===== src/rtl/prog_clk_divider.sv =====
// Per-channel programmable divider: registered tick and square wave at clk/DIV, 1-cycle output latency.
// No backpressure; new divisors on running channels are held in a shadow until the period boundary.
module prog_clk_divider #(
    parameter int CHANNELS    = 2,
    parameter int DIV_W       = 26,
    parameter int DEFAULT_DIV = 2048
) (
    input  logic                                             clk,
    input  logic                                             reset,
    input  logic [CHANNELS-1:0]                              en,
    input  logic                                             load,
    input  logic [((CHANNELS > 1) ? $clog2(CHANNELS) : 1)-1:0] ch_sel,
    input  logic [DIV_W-1:0]                                 div_in,
    output logic                                             load_err,
    output logic [CHANNELS-1:0]                              pending,
    output logic [CHANNELS-1:0]                              tick,
    output logic [CHANNELS-1:0]                              clk_out
);

    localparam int CH_W = (CHANNELS > 1) ? $clog2(CHANNELS) : 1;

    localparam logic ST_IDLE = 1'b0;
    localparam logic ST_RUN  = 1'b1;

    localparam logic [DIV_W-1:0] DIV_RST = DIV_W'(DEFAULT_DIV);
    localparam logic [DIV_W-1:0] DIV_MIN = DIV_W'(2);
    localparam logic [DIV_W-1:0] ONE     = DIV_W'(1);

    logic [DIV_W-1:0]    cnt_q     [CHANNELS];
    logic [DIV_W-1:0]    cnt_d     [CHANNELS];
    logic [DIV_W-1:0]    act_div_q [CHANNELS];
    logic [DIV_W-1:0]    act_div_d [CHANNELS];
    logic [DIV_W-1:0]    sh_div_q  [CHANNELS];
    logic [DIV_W-1:0]    sh_div_d  [CHANNELS];
    logic [CHANNELS-1:0] state_q, state_d;
    logic [CHANNELS-1:0] pend_q, pend_d;
    logic [CHANNELS-1:0] tick_q, tick_d;
    logic [CHANNELS-1:0] clk_out_q, clk_out_d;
    logic                load_err_q, load_err_d;

    logic [CHANNELS-1:0] ch_hit;
    logic [CHANNELS-1:0] run_now;
    logic [CHANNELS-1:0] wrap;
    logic [CHANNELS-1:0] ld;
    logic                load_ok;

    always_comb begin
        for (int i = 0; i < CHANNELS; i++) begin
            ch_hit[i] = (ch_sel == CH_W'(i));
        end
        load_ok    = load && (|ch_hit) && (div_in >= DIV_MIN);
        load_err_d = load && !load_ok;
        for (int i = 0; i < CHANNELS; i++) begin
            // A channel whose enable drops this cycle counts as idle for loads.
            run_now[i] = (state_q[i] == ST_RUN) && en[i];
            wrap[i]    = run_now[i] && (cnt_q[i] == act_div_q[i] - ONE);
            ld[i]      = load_ok && ch_hit[i];
        end
    end

    always_comb begin
        for (int i = 0; i < CHANNELS; i++) begin
            cnt_d[i]     = cnt_q[i];
            act_div_d[i] = act_div_q[i];
            sh_div_d[i]  = sh_div_q[i];
            pend_d[i]    = pend_q[i];
            state_d[i]   = en[i] ? ST_RUN : ST_IDLE;
            tick_d[i]    = 1'b0;

            if (!run_now[i]) begin
                // Period aborted or not yet started: any shadow divisor is at its boundary now.
                cnt_d[i] = '0;
                if (pend_q[i]) begin
                    act_div_d[i] = sh_div_q[i];
                    pend_d[i]    = 1'b0;
                end
                if (ld[i]) begin
                    act_div_d[i] = div_in;
                end
            end else if (wrap[i]) begin
                cnt_d[i]  = '0;
                tick_d[i] = 1'b1;
                pend_d[i] = 1'b0;
                if (ld[i]) begin
                    act_div_d[i] = div_in;
                end else if (pend_q[i]) begin
                    act_div_d[i] = sh_div_q[i];
                end
            end else begin
                cnt_d[i] = cnt_q[i] + ONE;
                if (ld[i]) begin
                    sh_div_d[i] = div_in;
                    pend_d[i]   = 1'b1;
                end
            end

            // Square wave follows the next count so its rising edge lines up with tick.
            clk_out_d[i] = en[i] && (cnt_d[i] < (act_div_d[i] >> 1));
        end
    end

    always_ff @(posedge clk) begin
        if (reset) begin
            for (int i = 0; i < CHANNELS; i++) begin
                cnt_q[i]     <= '0;
                act_div_q[i] <= DIV_RST;
                sh_div_q[i]  <= DIV_RST;
            end
            state_q    <= {CHANNELS{ST_IDLE}};
            pend_q     <= '0;
            tick_q     <= '0;
            clk_out_q  <= '0;
            load_err_q <= 1'b0;
        end else begin
            for (int i = 0; i < CHANNELS; i++) begin
                cnt_q[i]     <= cnt_d[i];
                act_div_q[i] <= act_div_d[i];
                sh_div_q[i]  <= sh_div_d[i];
            end
            state_q    <= state_d;
            pend_q     <= pend_d;
            tick_q     <= tick_d;
            clk_out_q  <= clk_out_d;
            load_err_q <= load_err_d;
        end
    end

    assign load_err = load_err_q;
    assign pending  = pend_q;
    assign tick     = tick_q;
    assign clk_out  = clk_out_q;

endmodule


===== config.mk =====
export PLATFORM = sky130hd
export DESIGN_NAME = prog_clk_divider
export DESIGN_NICKNAME = d
export VERILOG_FILES = /design/src/rtl/prog_clk_divider.sv
export SDC_FILE = /design/constraint.sdc
export NUM_CORES = 1
export LEC_CHECK = 0
export CORE_MARGIN = 8
export CORE_UTILIZATION = 45
export CTS_BUF_LIST = sky130_fd_sc_hd__clkbuf_4 sky130_fd_sc_hd__clkbuf_8 sky130_fd_sc_hd__clkbuf_16
export CTS_CLUSTER_SIZE = 8
export DETAILED_ROUTE_END_ITERATION = 10
export MAX_ROUTING_LAYER = met4
export PLACE_DENSITY = 0.71
export SETUP_SLACK_MARGIN = 0.4
export SLEW_MARGIN = 20
export SYNTH_ARGS = -nofsm -noshare
export SYNTH_HDL_FRONTEND = slang
export SYNTH_SLANG_ARGS = --single-unit
export TNS_END_PERCENT = 1

===== constraint.sdc =====
create_clock -name clk -period 14.7 [get_ports clk]
set_input_delay 2.94 -clock clk [delete_from_list [all_inputs] [get_ports clk]]
set_output_delay 2.94 -clock clk [all_outputs]
set_load 0.01 [all_outputs]

# Yosys cells after proc, flatten, opt, wreduce, memory -nomap -nowiden
# Memories as Yosys holds them, arrays and structs flattened.
# Cells that the tools add are included.
dict set report word_totals {
  n_memories 3
  input_bits 32
  mem_bits_rw 156
  register_bits 9
  output_inout_bits 7
  wordCells 74
}
dict set report op_classes {
  n_eq_ne 2
  n_mux 31
  reduce_logical 15
  n_lt_le_gt_ge 3
  n_bitwise 9
  addsub 4
}
# name words width rd rd_ports_with_merged_regs wr line_no
set mem_list {}
lappend mem_list {act_div_q 2 26 2 0 2 31} ;# logic [DIV_W-1:0] act_div_q [CHANNELS];
lappend mem_list {cnt_q 2 26 2 0 2 29} ;# logic [DIV_W-1:0] cnt_q [CHANNELS];
lappend mem_list {sh_div_q 2 26 2 0 2 33} ;# logic [DIV_W-1:0] sh_div_q [CHANNELS];
# cell count
set op_table {}
lappend op_table {{2-to-1 mux 26 bit} 24}
lappend op_table {{adder 26 x 1 -> 26 bit (second input constant)} 2}
lappend op_table {{equality test 26 bit} 2}
lappend op_table {{< comparator 26 x 25 -> 1 bit} 2}
lappend op_table {{subtractor 26 x 1 -> 26 bit (second input constant)} 2}
lappend op_table {{greater-or-equal comparator 26 x 2 -> 1 bit (second input constant)} 1}
lappend op_table {{logical AND 1 bit} 10}
lappend op_table {{2-to-1 mux 1 bit} 7}
lappend op_table {{OR 1 bit} 6}
lappend op_table {{OR reduction 3 bit} 2}
lappend op_table {{OR reduction 2 bit} 2}
lappend op_table {{inverter 1 bit} 3}
lappend op_table {{logical NOT 1 bit} 1}

# Logic depth before layout (Yosys ltp)
# Gate-level depths: netlist of run 1.
dict set report depth {
  ltp_word 8
  depth_mapped 23
  mapped_depth_nobuf 19
}

# Worst setup path before layout of run 1
# OpenSTA, ideal clock, no wires.
dict set report synth_path {
  kind {input -> register}
  start {input port div_in[5]}
  end {register clk_out_q[0], in the netlist clk_out[0]}
  n_path_buf 2
  setup_slack_ns 8.382
  setup_ns 0.122
  t_arrival_ns 6.196
  t_required_ns 14.578
  cell_stages 17
  path_cell_list {nor4_1 nand4_1 o211ai_1 clkbuf_1 clkbuf_1 nand3_1 o21a_1 and2_1 ha_1 nand4_1 nor3_1 nand3_1 or3_1 a31oi_1 a22oi_1 a221oi_1 nor2_1}
}
dict set report synth_between {
  elab_chain_len 8
}
# element line_no
set synth_lines {}
lappend synth_lines {{start: declaration} 13} ;# input logic [DIV_W-1:0] div_in,
lappend synth_lines {{greater-or-equal comparator 26 x 2 -> 1 bit} 51} ;# load_ok = load && (|ch_hit) && (div_in >= DIV_MIN);
lappend synth_lines {{logical AND 1 bit} 51}
lappend synth_lines {{logical AND 1 bit} 57} ;# ld[i] = load_ok && ch_hit[i];
lappend synth_lines {{2-to-1 mux 26 bit *} {77, 84}}
lappend synth_lines {{2-to-1 mux 26 bit} 80} ;# end else if (wrap[i]) begin
lappend synth_lines {{2-to-1 mux 26 bit *} 70} ;# if (!run_now[i]) begin
lappend synth_lines {{< comparator 26 x 25 -> 1 bit *} 98} ;# clk_out_d[i] = en[i] && (cnt_d[i] < (act_div_d[i] >> 1));
lappend synth_lines {{logical AND 1 bit *} 98}
lappend synth_lines {{end signal: assignment} 123} ;# clk_out_q <= clk_out_d;
lappend synth_lines {{end: declaration} 38} ;# logic [CHANNELS-1:0] clk_out_q, clk_out_d;
# Mark *: on every way between the ends. The rest lies on a longest branch, timed or not.
# A chain may end at the register's enable or synchronous reset.

# Worst setup path after layout of run 1
dict set report layout_path {
  start {input port div_in[5]}
  end {register clk_out_q[1], in the netlist clk_out[1]}
}
# The elaborated chain is that of the path after synthesis.

==> results_dict.tcl, run 1 <==
set metrics [dict create \
    status "completed" \
    yosysSeqAreaShare_pct 29.0 \
    timing.final.crit_share_pct 52.4 \
    endpoint_kind "register" \
    cts_resized 0 \
    synthDominantCellAreaShare_pct 29.0 \
    cp_common_cell "nand4_1" \
    cts.sinks 165 \
    slowest_delay_ns 0.86 \
    viasPerCell 6.02 \
    cts_tree "yes" \
    synthSimpleGateAreaFrac_pct 30.4 \
    post-route-min-period_ns 7.70 \
    start_kind "primary input" \
    seq_area_mm2 0.00330 \
    syn-instance-count 1460 \
    dieHeight_um 175 \
    synth_top_family_by_area "simple AND/OR/NAND/NOR gates" \
    synth_warnings 0 \
    synth_compound_area_share_pct 18.8 \
    drt-pass1-iter-count 5 \
    post_cts_buffers 0 \
    port_buffers 38 \
    dr.first_iter.drc_count 1179 \
    cp_max_fo 31 \
    synth.area.top_cells "dfxtp_1 29%, ha_1 5.7%, nor2_1 4.9%" \
    clk_path_buf_depth 2 \
    track_usage_pct 21.7 \
    ys.flop_type "dfxtp_1" \
    place_area_mm2 0.0117 \
    setup_viol 0 \
    yosys.area.top_type "dfxtp_1" \
    rows 58 \
    multiInputGateArea_mm2 0.00751 \
    syn_to_final_growth_pct 8.43 \
    syn_area_per_cell_um2 7.81 \
    yosys_register_bits 165 \
    final_antenna_net_count 0 \
    start_util_pct 45.5 \
    fillerInstances 2430 \
    max_cap_violations 0 \
    finalInstanceArea_mm2 0.0124 \
    fmax_mhz 130 \
    synth_edf_count 0 \
    drv_slew 0 \
    required_ns 14.98 \
    fin_nets 1500 \
    synth_fp_nets 1544 \
    die-area_mm2 0.0307 \
    path_buf_inv 1 \
    ys_types 76 \
    grt-ovfl-total 0 \
    gp_congestion 0.914 \
    postCtsHoldBufs 0 \
    synthXorXnorAreaFrac_pct 8.30 \
    power_density_mw_per_mm2 90.9 \
    wirelength_um 33000 \
    root_buffer "clkbuf_16" \
    rsz0062_at_grt "no" \
    cts_made_buffers 17 \
    finalSetupTns_ns 0 \
    path_cells "clkdlybuf4s50_1 > nor4_1 > nand4_1 > o21ai_0 > or2_2 > and2_1 > a22o_1 > a22oi_1 > ha_1 > nand4_1 > nor2_1 > nand2_1 > or4_1 > o21bai_1 > a21oi_1 > a211oi_1" \
    power.total_w 0.00112 \
    worstPathArrival_ns 7.98 \
    relSlewSlack_pct 29.6 \
    crit_slowest_cell "and2_1" \
    wl_per_cell_um 18.7 \
    drive_gt1_share_pct 4.76 \
    num_vias 10600 \
    hold_slack_ns 0.475 \
    synth_mux_area_share_pct 2.63 \
    clk_pin_slew_ns 0.06 \
    grt_pass1_vias 9765 \
    worst_pin_slew_ns 1.05 \
    vdd_drop_max_mv 0.0583 \
    grt_start_max_net_pins 82 \
    ios 39 \
    finClkSkew_ns 0.0134 \
    drc 0 \
    clkLatencyLatePin_ns 0.44 \
    syn_area_mm2 0.0114 \
    postSynth.asyncResetShare_pct 0 \
    hpwl_um 23900 \
    hp-class "reg2reg" \
    htreeDepth 4 \
    final_hold_viol_count 0 \
    grt_pass1_wl_um 52900 \
    die_w_um 175 \
    synth_fa_ha_area_share_pct 5.71 \
    antenna_found_initial 1 \
    worst-setup-path-type "in2reg" \
    power_leakage_nw 4.43 \
    core-area_mm2 0.0250 \
    crit_family "simple AND/OR/NAND/NOR gates" \
]
[Yosys cell counts, types with 11 or more instances]
master,count
dfxtp_1,165
a22oi_1,27
ha_1,52
nand3b_1,28
mux2i_1,30
nor2b_1,32
buf_2,25
xor2_1,53
nand2b_1,78
and3_1,21
nand2_1,111
and2_1,32
nor4_1,20
or4_1,13
a22o_1,24
o21a_1,27
nand4_1,26
inv_1,15
clkbuf_1,72
nor3_1,20
or3_1,11
a21o_1,18
nand3_1,80
xnor2_1,55
nor2_1,148
o21ai_0,110
a21oi_1,50
[state kept, by name (all words and copies together) (netlist names)]
name and count:
clk_out 2, load_err 1, tick 2, act_div_q 52, pending 2, state_q 2, sh_div_q 52, cnt_q 52
[cell families after synthesis]
logic type / count (synthesis)
simple gates: 653
compound gates: 325
flops: 165
buf+inv: 127
xor+xnor: 108
fa+ha+maj: 52
mux: 30
[cell usage in the layout (no fill, tap or decap), types with 13 or more instances in the layout]
cell type and instances:
a22oi_1 27, nand4_1 26, nand2_1 111, or4_1 13
nor2b_1 32, xnor2_1 55, o21ai_0 110, clkbuf_16 17
nor3_1 19, nand3_1 80, o21a_1 27, a21oi_1 50
nand3b_1 28, xor2_1 53, clkdlybuf4s50_1 37, and2_1 32
and3_1 20, a22o_1 24, ha_1 52, inv_1 15
nor2_1 147, nor4_1 20, dfxtp_1 165, nand2b_1 78
mux2i_1 30, a21o_1 18
[layout make-up]
type                            instances  area share [%]
Tap cell                              330            3.34
Multi-Input combinational cell       1168            60.8
Sequential cell                       165            26.7
Timing Repair Buffer                   49            3.72
Inverter                               15           0.455
Antenna cell                            2          0.0405
Clock inverter                         12            1.22
Clock buffer                           20            3.72
[metal layers]
metal | track usage, % | wire length, um | vias to the layer above
met3 | 3.13 | 2090 | 45
met4 | 6.75 | 673 | 0
met1 | 29.7 | 15500 | 5078
met2 | 32.6 | 14800 | 369
li1 | - | - | 5101
met5 | - | 0 | -
[where the power goes]
group	leakage [nW]	switching, W	internal [W]
logic	2.79	0.000102	0.0000708
clock network	0.300	0.000198	0.000279
registers	1.34	0.0000179	0.000457
[worst min-delay path, delay by kind of cell, from the launching register on]
kind	cells	cell delay, ns
flops	1	0.31
mux	1	0.06
simple gates	1	0.06
[per-stage QoR]
step	instances	setup slack (ns)	util, %
floorplan	1460	8.38	-
global placement	1727	6.76	46.9
detailed placement	1727	6.61	46.9
CTS	1759	7.06	49.3
global route	1760	6.63	49.4
finish	1761	7.00	49.4
[path summary, 6_finish.rpt]
check	startpoint	slack [ns]	to	cells after the start
worst min register to register	sh_div_q[0][21]	0.48	sh_div_q[0][21]	2
worst min-delay path	sh_div_q[0][21]	0.48	sh_div_q[0][21]	2
worst max-delay path	div_in[5]	7.00	clk_out[1]	16
worst max register to register	act_div_q[0][27]	8.40	clk_out[1]	21
No activity file was read; power rests on OpenSTA's default activity.
==> inputs of run 2 (changes only) <==
Clock period 14.7 ns to 8 ns, I/O delays scaled along.
==> run 2 against run 1 <==
- flip-flop and latch count stayed put
- register-to-register slack got worse by 6.4 ns
- count of clock-buffer cells in the layout down 3
- global-route usage shrank 0.31 points
- largest power group is now sequential cells
- design area decreased by 0.10%
- non-clock buffer count is the same
- first-iteration DRC count down 7.2%
- power grew 82%
- clock power up 81%
==> results_dict.tcl, run 2 (synthesis results as in run 1) <==
set metrics [dict create \
    status "completed" \
    htreeDepth 4 \
    power_leakage_nw 4.42 \
    fin_nets 1500 \
    final_antenna_net_count 0 \
    die_w_um 175 \
    finClkSkew_ns 0.0135 \
    wirelength_um 32500 \
    drive_gt1_share_pct 4.76 \
    viasPerCell 5.95 \
    num_vias 10500 \
    clkLatencyLatePin_ns 0.45 \
    drc 0 \
    grt_pass1_vias 9623 \
    rows 58 \
    gp_congestion 0.915 \
    grt_pass1_wl_um 52200 \
    core-area_mm2 0.0250 \
    path_buf_inv 1 \
    final_hold_viol_count 0 \
    hp-class "reg2reg" \
    drt-pass1-iter-count 6 \
    timing.final.crit_share_pct 79.9 \
    required_ns 8.31 \
    grt-busiest-layer "met2" \
    setup_viol 0 \
    slowest_delay_ns 0.82 \
    dr.first_iter.drc_count 1094 \
    vdd_drop_max_mv 0.104 \
    die-area_mm2 0.0307 \
    hpwl_um 23800 \
    crit_family "simple AND/OR/NAND/NOR gates" \
    worst_pin_slew_ns 1.09 \
    top_regs "act_div_q x52, cnt_q x52, sh_div_q x52" \
    finalInstanceArea_mm2 0.0123 \
    crit_slowest_cell "and2_1" \
    grt_start_max_net_pins 120 \
    antenna_found_initial 0 \
    rsz0062_at_grt "no" \
    clk_pin_slew_ns 0.07 \
    worstPathArrival_ns 6.70 \
    cts_tree "yes" \
    grt-ovfl-total 0 \
    cts_made_buffers 17 \
    start_util_pct 45.5 \
    use_met2_pct 32.3 \
    root_buffer "clkbuf_16" \
    max_cap_violations 0 \
    clk_path_buf_depth 2 \
    power_density_mw_per_mm2 166 \
    fmax_mhz 156 \
    grtUsageMet1_pct 28.9 \
    finalSetupTns_ns 0 \
    start_kind "primary input" \
    path_cells "clkdlybuf4s50_1 > nor4_1 > nand4_1 > o21ai_0 > or2_2 > and2_1 > a22o_1 > a22oi_1 > ha_1 > nand4_1 > nor2_1 > nand2_1 > or4_1 > o21bai_1 > a21oi_1 > a211oi_1" \
    port_buffers 38 \
    cp_common_cell "nand4_1" \
    cts_resized 0 \
    post-route-min-period_ns 6.39 \
    wl_per_cell_um 18.5 \
    place_area_mm2 0.0117 \
    syn_to_final_growth_pct 8.32 \
    track_usage_pct 21.4 \
    endpoint_kind "register" \
    worst-setup-path-type "in2reg" \
    dieHeight_um 175 \
    mostFrequentLayoutCell "dfxtp_1" \
    cts.sinks 165 \
    globalRouteMet3Util_pct 3.35 \
    drv_slew 0 \
    postCtsHoldBufs 0 \
    post_cts_buffers 0 \
    cp_max_fo 31 \
    relSlewSlack_pct 26.6 \
    ios 39 \
    layout_common_cells "165 x dfxtp_1, 147 x nor2_1, 111 x nand2_1" \
]
-- run 2: changes by cell type in the layout (fill, tap and decap cells not counted) --
cell        change
inv_8           +1
bufinv_16       -1
clkbuf_8        -2
clkinvlp_4      +1
clkinv_4        +2
o21ai_2         -1
inv_6           +3
clkinv_2        -3
o21ai_4         +1
diode_2         -1
clkbuf_4        -1
-- run 2: worst min-delay path: stages, from the launching register on --
cell	delay [ns]
dfxtp_1	0.31
nand2b_1	0.06
mux2i_1	0.06
-- run 2: per-layer routing --
layer  part of all wire, %  vias to the layer above  wire length, um
met1                    47                     4960            15300
met5                     0                        -                0
met4                   2.2                        0              729
li1                      -                     5108                -
met3                   5.7                       54             1860
met2                    45                      343            14700
-- run 2: final timing paths --
kind	from	to	slack [ns]	cells after the start
setup reg to reg	act_div_q[0][27]	clk_out[1]	2.00	19
hold / removal	sh_div_q[0][9]	sh_div_q[0][9]	0.48	2
setup / recovery	div_in[1]	clk_out[1]	1.61	16
hold reg to reg	sh_div_q[0][9]	sh_div_q[0][9]	0.48	2
-- run 2: final cells by class --
class / instances / area (um2)
Inverter: 15 / 56.3
Antenna cell: 1 / 2.50
Timing Repair Buffer: 49 / 460
Tap cell: 330 / 413
Sequential cell: 165 / 3300
Multi-Input combinational cell: 1168 / 7520
Fill cell: 2456 / 12700
Clock buffer: 17 / 425
Clock inverter: 15 / 169
-- run 2: where the power goes --
part / switching [W] / internal, W
sequential: 0.0000318 / 0.000839
combinational: 0.000187 / 0.000130
clock: 0.000394 / 0.000468
total: 0.000612 / 0.00144
-- run 2: stage by stage --
stage | hold WS (ns) | util, % | total power (W) | cells | worst slack [ns]
final | 0.479 | 49.3 | 0.00205 | 1760 | 1.61
after global routing | 0.487 | 49.3 | 0.00212 | 1759 | 1.26
after detailed placement | 0.462 | 46.9 | 0.00120 | 1727 | 1.17
after floorplan | 0.444 | - | 0.00111 | 1460 | 3.02
after CTS | 0.479 | 49.3 | 0.00205 | 1759 | 1.62
after global placement | 0.459 | 46.9 | 0.00120 | 1727 | 1.26
